<file path="src/rtl/nn_sequencer_if.sv">
// Handshake and data bundle between the inference sequencer and its
// surroundings: host request/result signals plus the layer-1/layer-2 datapath
// hooks. The sequencer takes the slave view; the host/datapath takes master.
interface nn_sequencer_if #(
    parameter int OUT_SIZE = 10,
    parameter int IDX_W    = 4
);
    logic                    start;
    logic                    busy;
    logic                    done;
    logic                    error;
    logic                    l1_start;
    logic                    l1_done;
    logic [32*OUT_SIZE-1:0]  l2_result;
    logic [IDX_W-1:0]        class_idx;
    logic [31:0]             class_val;

    modport slave (
        input  start, l1_done, l2_result,
        output busy, done, error, l1_start, class_idx, class_val
    );

    modport master (
        output start, l1_done, l2_result,
        input  busy, done, error, l1_start, class_idx, class_val
    );
endinterface

</file>
<file path="src/rtl/nn_sequencer.sv">
// Two-layer inference controller: launches layer 1, waits for completion or
// timeout, lets layer 2 settle, then scans the float outputs one per cycle for
// the argmax and reports it with a single-cycle done pulse.
module nn_sequencer #(
    parameter int OUT_SIZE   = 10,
    parameter int IDX_W      = 4,
    parameter int L2_SETTLE  = 2,
    parameter int L1_TIMEOUT = 20000
) (
    input  logic           clk,
    input  logic           rst_n,
    nn_sequencer_if.slave  bus
);
    localparam int WAIT_MAX = (L1_TIMEOUT > L2_SETTLE) ? L1_TIMEOUT : L2_SETTLE;
    localparam int CNT_W    = $clog2(WAIT_MAX + 1);

    typedef enum logic [2:0] {
        S_IDLE, S_L1_RUN, S_L2_SETTLE, S_SCAN, S_FINISH
    } state_t;

    state_t             state, state_next;
    logic [CNT_W-1:0]   cnt;
    logic [IDX_W-1:0]   scan_idx;
    logic [IDX_W-1:0]   best_idx;
    logic [31:0]        best_val;
    logic               l1_start_q;
    logic               error_q;
    logic [IDX_W-1:0]   class_idx_q;
    logic [31:0]        class_val_q;
    logic [31:0]        elem;
    logic               take;
    logic               scan_last;
    logic [IDX_W-1:0]   new_idx;
    logic [31:0]        new_best;

    // True when a > b under IEEE-754 ordering with NaN ranked below everything
    // and +0 equal to -0.
    function automatic logic float_gt(input logic [31:0] a, input logic [31:0] b);
        logic a_nan;
        logic b_nan;
        a_nan = (a[30:23] == 8'hFF) && (a[22:0] != 23'd0);
        b_nan = (b[30:23] == 8'hFF) && (b[22:0] != 23'd0);
        if (a_nan) return 1'b0;
        if (b_nan) return 1'b1;
        if ((a[30:0] == 31'd0) && (b[30:0] == 31'd0)) return 1'b0;
        if (a[31] != b[31]) return b[31];
        if (!a[31]) return a[30:0] > b[30:0];
        return a[30:0] < b[30:0];
    endfunction

    // Current scan element and the running-best update it produces.
    always_comb begin
        elem      = bus.l2_result[{scan_idx, 5'b0} +: 32];
        scan_last = (scan_idx == IDX_W'(OUT_SIZE - 1));
        take      = (scan_idx == '0) || float_gt(elem, best_val);
        new_best  = take ? elem : best_val;
        new_idx   = take ? scan_idx : best_idx;
    end

    // State register.
    always_ff @(posedge clk) begin
        // NOTE: non-blocking assignments for all clocked state, so every
        // register samples pre-edge values regardless of statement order.
        if (!rst_n) state <= S_IDLE;
        else        state <= state_next;
    end

    // Next-state decode and status outputs.
    always_comb begin
        // NOTE: every signal gets a default first so no path leaves it
        // unassigned and no latch is inferred.
        state_next = state;
        bus.busy   = (state != S_IDLE);
        bus.done   = (state == S_FINISH);
        case (state)
            S_IDLE:      if (bus.start) state_next = S_L1_RUN;
            // l1_done is ignored while the launch pulse is still high.
            S_L1_RUN:    if (!l1_start_q && bus.l1_done)         state_next = S_L2_SETTLE;
                         else if (cnt == CNT_W'(L1_TIMEOUT))     state_next = S_FINISH;
            S_L2_SETTLE: if (cnt == CNT_W'(L2_SETTLE - 1))      state_next = S_SCAN;
            S_SCAN:      if (scan_last)                          state_next = S_FINISH;
            S_FINISH:    state_next = S_IDLE;
            default:     state_next = S_IDLE;
        endcase
    end

    // Counters, running best, launch pulse and held result registers.
    always_ff @(posedge clk) begin
        if (!rst_n) begin
            cnt         <= '0;
            scan_idx    <= '0;
            best_idx    <= '0;
            best_val    <= 32'h0;
            l1_start_q  <= 1'b0;
            error_q     <= 1'b0;
            class_idx_q <= '0;
            class_val_q <= 32'h0;
        end else begin
            l1_start_q <= 1'b0;
            case (state)
                S_IDLE: begin
                    if (bus.start) begin
                        l1_start_q  <= 1'b1;
                        cnt         <= '0;
                        error_q     <= 1'b0;
                        class_idx_q <= '0;
                        class_val_q <= 32'h0;
                    end
                end
                S_L1_RUN: begin
                    cnt <= cnt + 1'b1;
                    if (state_next == S_L2_SETTLE) cnt     <= '0;
                    else if (state_next == S_FINISH) error_q <= 1'b1;
                end
                S_L2_SETTLE: begin
                    cnt <= cnt + 1'b1;
                    if (state_next == S_SCAN) begin
                        cnt      <= '0;
                        scan_idx <= '0;
                    end
                end
                S_SCAN: begin
                    best_val <= new_best;
                    best_idx <= new_idx;
                    scan_idx <= scan_idx + 1'b1;
                    if (scan_last) begin
                        class_idx_q <= new_idx;
                        class_val_q <= new_best;
                    end
                end
                default: ;
            endcase
        end
    end

    assign bus.l1_start  = l1_start_q;
    assign bus.error     = error_q;
    assign bus.class_idx = class_idx_q;
    assign bus.class_val = class_val_q;
endmodule

</file>
<file path="src/flat_wrapper.sv">
// flat-port wrapper written by rule: the top's interface ports become plain ports
module nn_sequencer_flat 
#(
    parameter int OUT_SIZE   = 10,
    parameter int IDX_W      = 4,
    parameter int L2_SETTLE  = 2,
    parameter int L1_TIMEOUT = 20000
)
  (clk, rst_n, bus_start, bus_l1_done, bus_l2_result, bus_busy, bus_done, bus_error, bus_l1_start, bus_class_idx, bus_class_val);
  nn_sequencer_if #(.OUT_SIZE(OUT_SIZE), .IDX_W(IDX_W)) bus_i ();
  input  logic clk;
  input  logic rst_n;
  input wire logic [$bits(bus_i.start)-1:0] bus_start;
  input wire logic [$bits(bus_i.l1_done)-1:0] bus_l1_done;
  input wire logic [$bits(bus_i.l2_result)-1:0] bus_l2_result;
  output wire logic [$bits(bus_i.busy)-1:0] bus_busy;
  output wire logic [$bits(bus_i.done)-1:0] bus_done;
  output wire logic [$bits(bus_i.error)-1:0] bus_error;
  output wire logic [$bits(bus_i.l1_start)-1:0] bus_l1_start;
  output wire logic [$bits(bus_i.class_idx)-1:0] bus_class_idx;
  output wire logic [$bits(bus_i.class_val)-1:0] bus_class_val;
  assign bus_i.start = bus_start;
  assign bus_i.l1_done = bus_l1_done;
  assign bus_i.l2_result = bus_l2_result;
  assign bus_busy = bus_i.busy;
  assign bus_done = bus_i.done;
  assign bus_error = bus_i.error;
  assign bus_l1_start = bus_i.l1_start;
  assign bus_class_idx = bus_i.class_idx;
  assign bus_class_val = bus_i.class_val;
  nn_sequencer #(.OUT_SIZE(OUT_SIZE), .IDX_W(IDX_W), .L2_SETTLE(L2_SETTLE), .L1_TIMEOUT(L1_TIMEOUT)) u_core (.clk(clk), .rst_n(rst_n), .bus(bus_i));
endmodule
</file>
<file path="config.mk">
export PLATFORM = sky130hd
export DESIGN_NAME = nn_sequencer_flat
export DESIGN_NICKNAME = d
export VERILOG_FILES = /design/src/rtl/nn_sequencer_if.sv /design/src/rtl/nn_sequencer.sv /design/src/flat_wrapper.sv
export SDC_FILE = /design/constraint.sdc
export NUM_CORES = 1
export LEC_CHECK = 0
export ABC_AREA = 1
export CORE_AREA = 2 2 153 155
export DETAILED_ROUTE_END_ITERATION = 16
export DIE_AREA = 0 0 155 157
export GPL_TIMING_DRIVEN = 1
export PLACE_DENSITY = 0.81
export SYNTH_ARGS = -nofsm -noshare
export SYNTH_HDL_FRONTEND = slang
export SYNTH_SLANG_ARGS = --single-unit
</file>
<file path="constraint.sdc">
create_clock -name clk -period 2.9 [get_ports clk]
set_input_delay 0.58 -clock clk [delete_from_list [all_inputs] [get_ports clk]]
set_output_delay 0.58 -clock clk [all_outputs]
set_load 0.05 [all_outputs]
</file>
==> metrics, run 1 <==
TNS Setup=-41.27 ns; Final Wtd Congestion=0.9837; length in cells of the worst reg-to-reg path=27; via-per-instance ratio=5.268; VDD IR max=0.0002701 V; antenna violations before repair=1; Clock H-tree levels=3; number of clock buffers inserted by TritonCTS=9; Min-Delay Path Depth=2; Reg clk slew, reported paths=0.07 ns; CORE AREA=22,500 um2; async set or reset register ratio after synthesis=0%; crit path setup slack, layout=-0.6386 ns; count of buffering cells on the critical path with inverters included=9; post-synthesis sequential area ratio=20.86%; # clock sinks=96; number of DRC markers in iteration 0=1,247; top-area cell type share of the netlist area=24.94%; Starting Density=40.93%; cell-internal power=2880 uW; Main synth FF type=dfxtp_1; setup repair after global routing missed its margin=true; critical register-to-register path endpoint=u_core.best_val[29]; global-route wire length before repair=64.51 mm; maximum capacitance violations=0; insertion delay of the later-clocked pin in the worst-skew pair=0.34 ns; total I/O pin count=364; part of the total power dissipated in combinational logic=41.9%; Non-Filler Instances=2,480; average wire per standard cell=17.76 um; Crit path max-delay family=simple AND/OR/NAND/NOR gates; upper clock frequency limit=282.6 MHz; power share of the sequential group=32.5%; Synth Net Count=2,100; Worst setup SP type=flop; DP Wirelength=30.85 mm; YS warnings=0; number of rows in the core area=55; pins over their slew limit=0; antenna viol nets, final=0; worst path required time=3.17 ns; slowest stage cell on the critical path=dfxtp_4; Final Cycle Share=122.0%; area of the mapped netlist=9211 um2; Remaining Overflow, GRT=0; CTS root buffer=clkbuf_16; Final Net Count=2,549; cell types with the largest area share after synthesis=nand2_1 25%, dfxtp_1 21%, inv_1 13%; total power divided by cell area=277.4 nW/um2; Pre-Repair DR Iteration Count=5; skew final=0.01153 ns; top cells by instance count after synthesis=612 x nand2_1, 308 x inv_1, 191 x nand3_1; Placed Instances=2,409; number of port buffers=363; Chip Height=157 um; violated checks=negative setup slack; final setup vio count=72; worst stage delay on the critical path=0.44 ns; most numerous cell in the Yosys netlist=nand2_1; number of global-route vias before repair=12,455; number of distinct library cells after synthesis=37; area after detailed placement=13,820 um2; post-cts hold buffer count=0; Hold Startpoint=u_core.best_idx[0]; post-synthesis cell count=1,739; Setup Crit Path Kind=flop to flop; share of post-route cells with drive strength above 1=18.38%; synthesized flop and latch total=96; Min-Delay Path Class=flop to flop; finished layout cell area=15,850 um2; TritonCTS clock tree=built; status=finished, violations left; Final min period=3.539 ns; endpoint class of the critical path=flop; total count of hold-check failures in the final report=0; x dimension of the die=155 um; worst reg2reg path startpoint=u_core.scan_idx[1]; Global Route Usage Sum=33.27%; Worst Hold Endpoint=u_core.best_idx[0]; switching share of power=34.50%; critical path fanouts, max=8; pin count of the biggest net entering global routing=73; worst slew margin relative to its limit=25.26%; DRC errors left=0; Clk network pwr share=25.6%; utilization after layout=70.45%; DR vias=13,065; Post-Syn Area per Cell=5.297 um2; total net switching power=1517 uW; WL final=44.05 mm; number of enable flip-flop cells after synthesis=0; area delta synth->final=72.10%; Leakage=0.007485 uW; Worst-Margin Slew=1.116 ns; cell taking the most area after synthesis=nand2_1; Clock Tree Buf Depth=2; Die Area=24,340 um2; arrival time at the worst endpoint=3.81 ns; flop-to-flop setup slack=-0.64 ns
-- final cells by class --
class / count / area [um2]
clock buffers: 11 / 242.7
well taps: 285 / 356.6
flip-flops and latches: 96 / 1931
fillers: 1818 / 6650
repair buffers: 533 / 5466
inverters: 313 / 1192
multi-input cells: 1235 / 6628
diodes: 2 / 5.005
clock inverters: 5 / 31.28
-- tightest hold or removal path, cell delays in order (launching register included) --
cell,delay [ns]
dfxtp_1,0.31
nand2_1,0.06
a21oi_1,0.05
-- timing repair --
item | CTS | global route
buffers inserted | 27 | 15
gates cloned | 10 | 4
endpoints found under the setup margin | 72 | 72
gates resized for setup | 90 | 189
pin swaps | 27 | 75
-- sequential cells by signal, indices dropped and copies added, names as in the netlist --
signal                cells
u_core.best_val          32
u_core.bus.class_val     32
u_core.bus.l1_start       1
u_core.cnt               15
u_core.best_idx           4
u_core.state              3
u_core.bus.class_idx      4
u_core.scan_idx           4
u_core.bus.error          1
-- cells by family after synthesis --
logic type      synth area share (%)
xor+xnor                      0.9509
simple gates                   43.51
fa+ha+maj                      5.026
flops                          20.86
compound gates                 11.53
buf+inv                        18.12
-- metal layers --
metal  part of all wire (%)  vias up  track usage (%)  routed length [um]
met5                      0        -                0                   0
met4                    6.2        0            17.42                2741
met3                    8.2      182            6.388                3599
met2                     47      682            57.88               20710
met1                     39     5963            38.88               17000
li1                       -     6238                -                   -
-- power by group through the flow --
stage / registers, uW / clock network, uW / logic, uW
after floorplan: 1620 / 0 / 598
after global placement: 1460 / 0 / 1570
after detailed placement: 1460 / 0 / 1590
after CTS: 1430 / 1140 / 1680
after global routing: 1440 / 1190 / 1980
final: 1430 / 1130 / 1840
-- how the worst max path moves through the flow --
stage | depth (start not counted) | endpoint | start | slack (ns)
6_report | 27 | u_core.best_val[29] | u_core.scan_idx[1] | -0.64
5_1_grt | 27 | u_core.bus.class_val[25] | u_core.scan_idx[1] | -0.79
3_3_place_gp | 29 | u_core.bus.class_val[10] | bus_l2_result[228] | -0.75
2_1_floorplan | 31 | u_core.best_val[21] | u_core.scan_idx[0] | 0.002
4_1_cts | 30 | u_core.best_val[20] | u_core.scan_idx[1] | -0.35
3_5_place_dp | 29 | u_core.best_val[8] | bus_l2_result[228] | -0.82
-- cells in the final DEF, fill, tap and decap left out, drive strengths merged, types with 8 or more instances in the layout --
cell,n
a21oi,128
buf,166
clkbuf,15
clkdlybuf4s50,363
dfxtp,96
ha,37
inv,312
nand2,615
nand3,191
nand4,8
nor2,146
nor3,11
o21ai,63
xor2,8
-- stage by stage --
step	setup slack, ns	hold WS (ns)	total power [uW]
global route	-0.7921	0.4845	4600
finish	-0.6386	0.4684	4398
detailed placement	-0.8227	0.4567	3042
CTS	-0.3536	0.4665	4242
global placement	-0.7532	0.4522	3029
floorplan	0.002247	0.4453	2221
(Power assumes the default switching activity.)
==> run 2: changes to the inputs <==
--- a/config.mk
+++ b/config.mk
@@ -5,12 +5,11 @@
 export SDC_FILE = /design/constraint.sdc
 export NUM_CORES = 1
 export LEC_CHECK = 0
-export ABC_AREA = 1
-export CORE_AREA = 2 2 153 155
+export CORE_AREA = 2 2 148 150
 export DETAILED_ROUTE_END_ITERATION = 16
-export DIE_AREA = 0 0 155 157
+export DIE_AREA = 0 0 150 152
 export GPL_TIMING_DRIVEN = 1
-export PLACE_DENSITY = 0.81
+export PLACE_DENSITY = 0.8
 export SYNTH_ARGS = -nofsm -noshare
 export SYNTH_HDL_FRONTEND = slang
 export SYNTH_SLANG_ARGS = --single-unit
==> metrics, run 2 <==
area after detailed placement=12,930 um2 (-6.4%); switching share of power=28.08% (-6.4 points); post-synthesis sequential area ratio=23.65% (+2.8 points); multiplexer area fraction after synthesis=22.00% (+22 points); number of distinct library cells after synthesis=68 (+84%); utilization after layout=67.83% (-2.6 points); Crit path max-delay family=compound AO/OA/AOI/OAI gates; Reg clk slew, reported paths=0.07 ns (about the same); global-route wire length before repair=56.96 mm (-12%); number of global-route vias before repair=9,792 (-21%); Worst setup SP type=flop; upper clock frequency limit=247.8 MHz (-12%); Tot Pwr=3829 uW (-13%); status=finished, violations left; top cells by instance count after synthesis=131 x mux2i_1, 96 x dfxtp_1, 76 x nor2_1; arrival time at the worst endpoint=4.28 ns (+0.47 ns); cell types with the largest area share after synthesis=dfxtp_1 24%, mux2i_1 16%, ha_1 5.7%; critical path fanouts, max=6 (-2); final setup vio count=72 (unchanged); YS warnings=0 (unchanged); post-synthesis share of cell area spent on full adders, half adders and majority gates=5.698% (+0.67 points); Setup Crit Path Kind=flop to flop; cell type with the highest occurrence count on the critical path=buf_12; DR vias=9,967 (-24%); Critical Path, Cell by Cell=buf_12, buf_12, buf_12, mux2i_2, nor2_1, a221o_1, or3_4, ha_4, nand4_1, a21oi_1, o21a_1, o21ai_1, a21o_1, a221oi_4, buf_6, buf_4, clkbuf_16, o21ai_1, a32o_1; commonest non-fill, non-tap cell in the layout=clkdlybuf4s50_1; pins over their slew limit=0 (unchanged); Final min period=4.035 ns (+0.4962 ns); power share of the sequential group=35.5% (+3.0 points); pin count of the biggest net entering global routing=38 (-48%); synthesized-area fraction occupied by ao, oa, aoi and oai cells=21.08% (+9.5 points); most numerous cell in the Yosys netlist=mux2i_1; Clk network pwr share=32.5% (+6.9 points); CORE AREA=21,350 um2 (-5.1%); WL final=40.41 mm (-8.3%); top-area cell type share of the netlist area=23.65% (-1.3 points); Min-Delay Path Class=flop to flop; share of synthesized cell area in and, or, nand and nor gates=17.09% (-26 points); dominant combinational cell family by area after synthesis=multiplexers; async set or reset register ratio after synthesis=0% (unchanged); fill cell instance count of the final layout=1,658 (-8.8%); Post-Syn Area per Cell=8.473 um2 (+60%); maximum capacitance violations=0 (unchanged); via-per-instance ratio=5.825 (+11%); total net switching power=1075 uW (-29%); Final Wtd Congestion=0.9485 (-3.6%); Remaining Overflow, GRT=0 (unchanged); Starting Density=38.06% (-2.9 points); number of rows in the core area=54 (-1.8%); Main synth FF type=dfxtp_1; Global Route Usage Sum=32.65% (-0.62 points); cell-internal power=2754 uW (-4.4%); violated checks=negative setup slack; total I/O pin count=364 (unchanged); cell taking the most area after synthesis=dfxtp_1; VDD IR max=0.0002913 V (+7.8%); DRC errors left=0 (unchanged); pre-CTS worst setup slack=-1.453 ns (-0.6301 ns); total count of hold-check failures in the final report=0 (unchanged); # clock sinks=96 (unchanged); post-synthesis cell count=959 (-45%); area delta synth->final=78.23%; Die Area=22,800 um2 (-6.3%); TritonCTS clock tree=built; number of DRC markers in iteration 0=828 (-34%); worst stage delay on the critical path=0.37 ns (-0.07 ns); antenna violations before repair=11 (+10); antenna viol nets, final=0 (unchanged); crit path setup slack, layout=-1.135 ns (-0.4962 ns); part of the total power dissipated in combinational logic=32.0% (-9.9 points); synthesized flop and latch total=96 (unchanged); Final Net Count=1,782 (-30%); Leakage=0.005115 uW (-32%); Clock Tree Buf Depth=2 (unchanged); endpoint class of the critical path=flop; Synth Net Count=1,320 (-37%); average wire per standard cell=23.62 um (+33%); slowest stage cell on the critical path=dfxtp_4; x dimension of the die=150 um (-3.2%); number of enable flip-flop cells after synthesis=0 (unchanged); worst slew margin relative to its limit=61.23% (+36 points); insertion delay of the later-clocked pin in the worst-skew pair=0.35 ns (about the same); total power divided by cell area=264.4 nW/um2 (-4.7%); share of post-route cells with drive strength above 1=24.75% (+6.4 points); number of port buffers=363 (unchanged); most used cells in the layout excluding fill and tap cells=359 x clkdlybuf4s50_1, 122 x mux2i_1, 122 x buf_4; Final Cycle Share=139.1% (+17 points); Pre-Repair DR Iteration Count=6 (+1); setup repair after global routing missed its margin=true; CTS root buffer=clkbuf_16; Chip Height=152 um (-3.2%); count of buffering cells on the critical path with inverters included=6 (-3); worst path required time=3.15 ns (-0.02 ns); Clock H-tree levels=3 (unchanged); Worst-Margin Slew=0.5797 ns (-0.5365 ns); area of the mapped netlist=8125 um2 (-12%); skew final=0.01023 ns (-0.001292 ns); number of clock buffers inserted by TritonCTS=9 (unchanged); finished layout cell area=14,480 um2 (-8.7%); xor and xnor fraction of the mapped netlist area=1.509% (+0.56 points); DP Wirelength=30.34 mm (-1.6%)
[run 2: cell types whose count changed after synthesis, sizes merged, moves of 19 or more]
cell / change
nand2: -544
inv: -248
nand3: -161
mux2i: +132
a21oi: -92
nor2: -70
a211oi: +33
o22ai: +32
o21ai: -30
a221o: +19
mux4: +19
[run 2: worst paths after layout]
kind,startpoint,endpoint,slack [ns],cells after the start
hold / removal,u_core.best_idx[1],u_core.best_idx[1],0.47,2
setup reg to reg,u_core.scan_idx[1],u_core.bus.class_val[11],-1.13,19
setup / recovery,u_core.scan_idx[1],u_core.bus.class_val[11],-1.13,19
hold reg to reg,u_core.best_idx[1],u_core.best_idx[1],0.47,2
[run 2: area by class of cell]
cell class	count	area, um2	area share [%]
antenna	5	12.51	0.08640
inverter	64	240.2	1.659
clock buffer	11	242.7	1.676
tap	280	350.3	2.419
timing repair buffer	530	5424	37.45
sequential	96	1932	13.34
clock inverter	5	63.81	0.4406
multi-input combinational	720	6216	42.92
[run 2: worst register-to-register path, delay by kind of cell (launching register included)]
kind                     cells  cell delay [ns]
adder cells (fa/ha/maj)      1             0.27
AO/OA/AOI/OAI                8             1.61
flip-flops                   1             0.37
multiplexers                 1             0.22
buffers and inverters        6             0.84
AND/OR/NAND/NOR              3             0.63
[run 2: cells by family (layout without fill, tap and decap cells)]
| group | Yosys count | in the layout |
|---|---|---|
| AO/OA/AOI/OAI | 233 | 233 |
| XOR/XNOR | 14 | 14 |
| buffers and inverters | 146 | 610 |
| flip-flops | 96 | 96 |
| AND/OR/NAND/NOR | 280 | 283 |
| multiplexers | 153 | 153 |
| adder cells (fa/ha/maj) | 37 | 37 |
| other | 0 | 5 |
[run 2: layer usage]
| layer | track usage (%) | share of wire, % |
|---|---|---|
| met5 | 0 | 0.24 |
| met2 | 53.69 | 47 |
| met3 | 9.009 | 9.6 |
| met1 | 39.99 | 39 |
| met4 | 13.48 | 4.0 |
[run 2: stage by stage]
step	std cells	setup TNS, ns	hold WS (ns)
after floorplan	959	-50.09	0.4350
after global placement	1648	-96.14	0.4448
after detailed placement	1648	-98.56	0.4543
after CTS	1685	-57.13	0.4636
after global routing	1709	-84.80	0.5001
final	1711	-75.64	0.4679
[run 2: timing repair]
item / CTS / global route
buffers inserted: 16 / 14
cloned: 5 / 11
hold buffers: 0 / 0
pin swaps: 14 / 35
setup endpoints to repair: 72 / 78
resized for setup: 61 / 97
[run 2: power by group through the flow]
stage,sequential [uW],combinational [uW],clock [uW]
6_report,1360,1230,1250
5_1_grt,1360,1300,1290
4_1_cts,1360,1130,1250
3_5_place_dp,1390,1090,0
3_3_place_gp,1390,1080,0
2_1_floorplan,1390,407,0
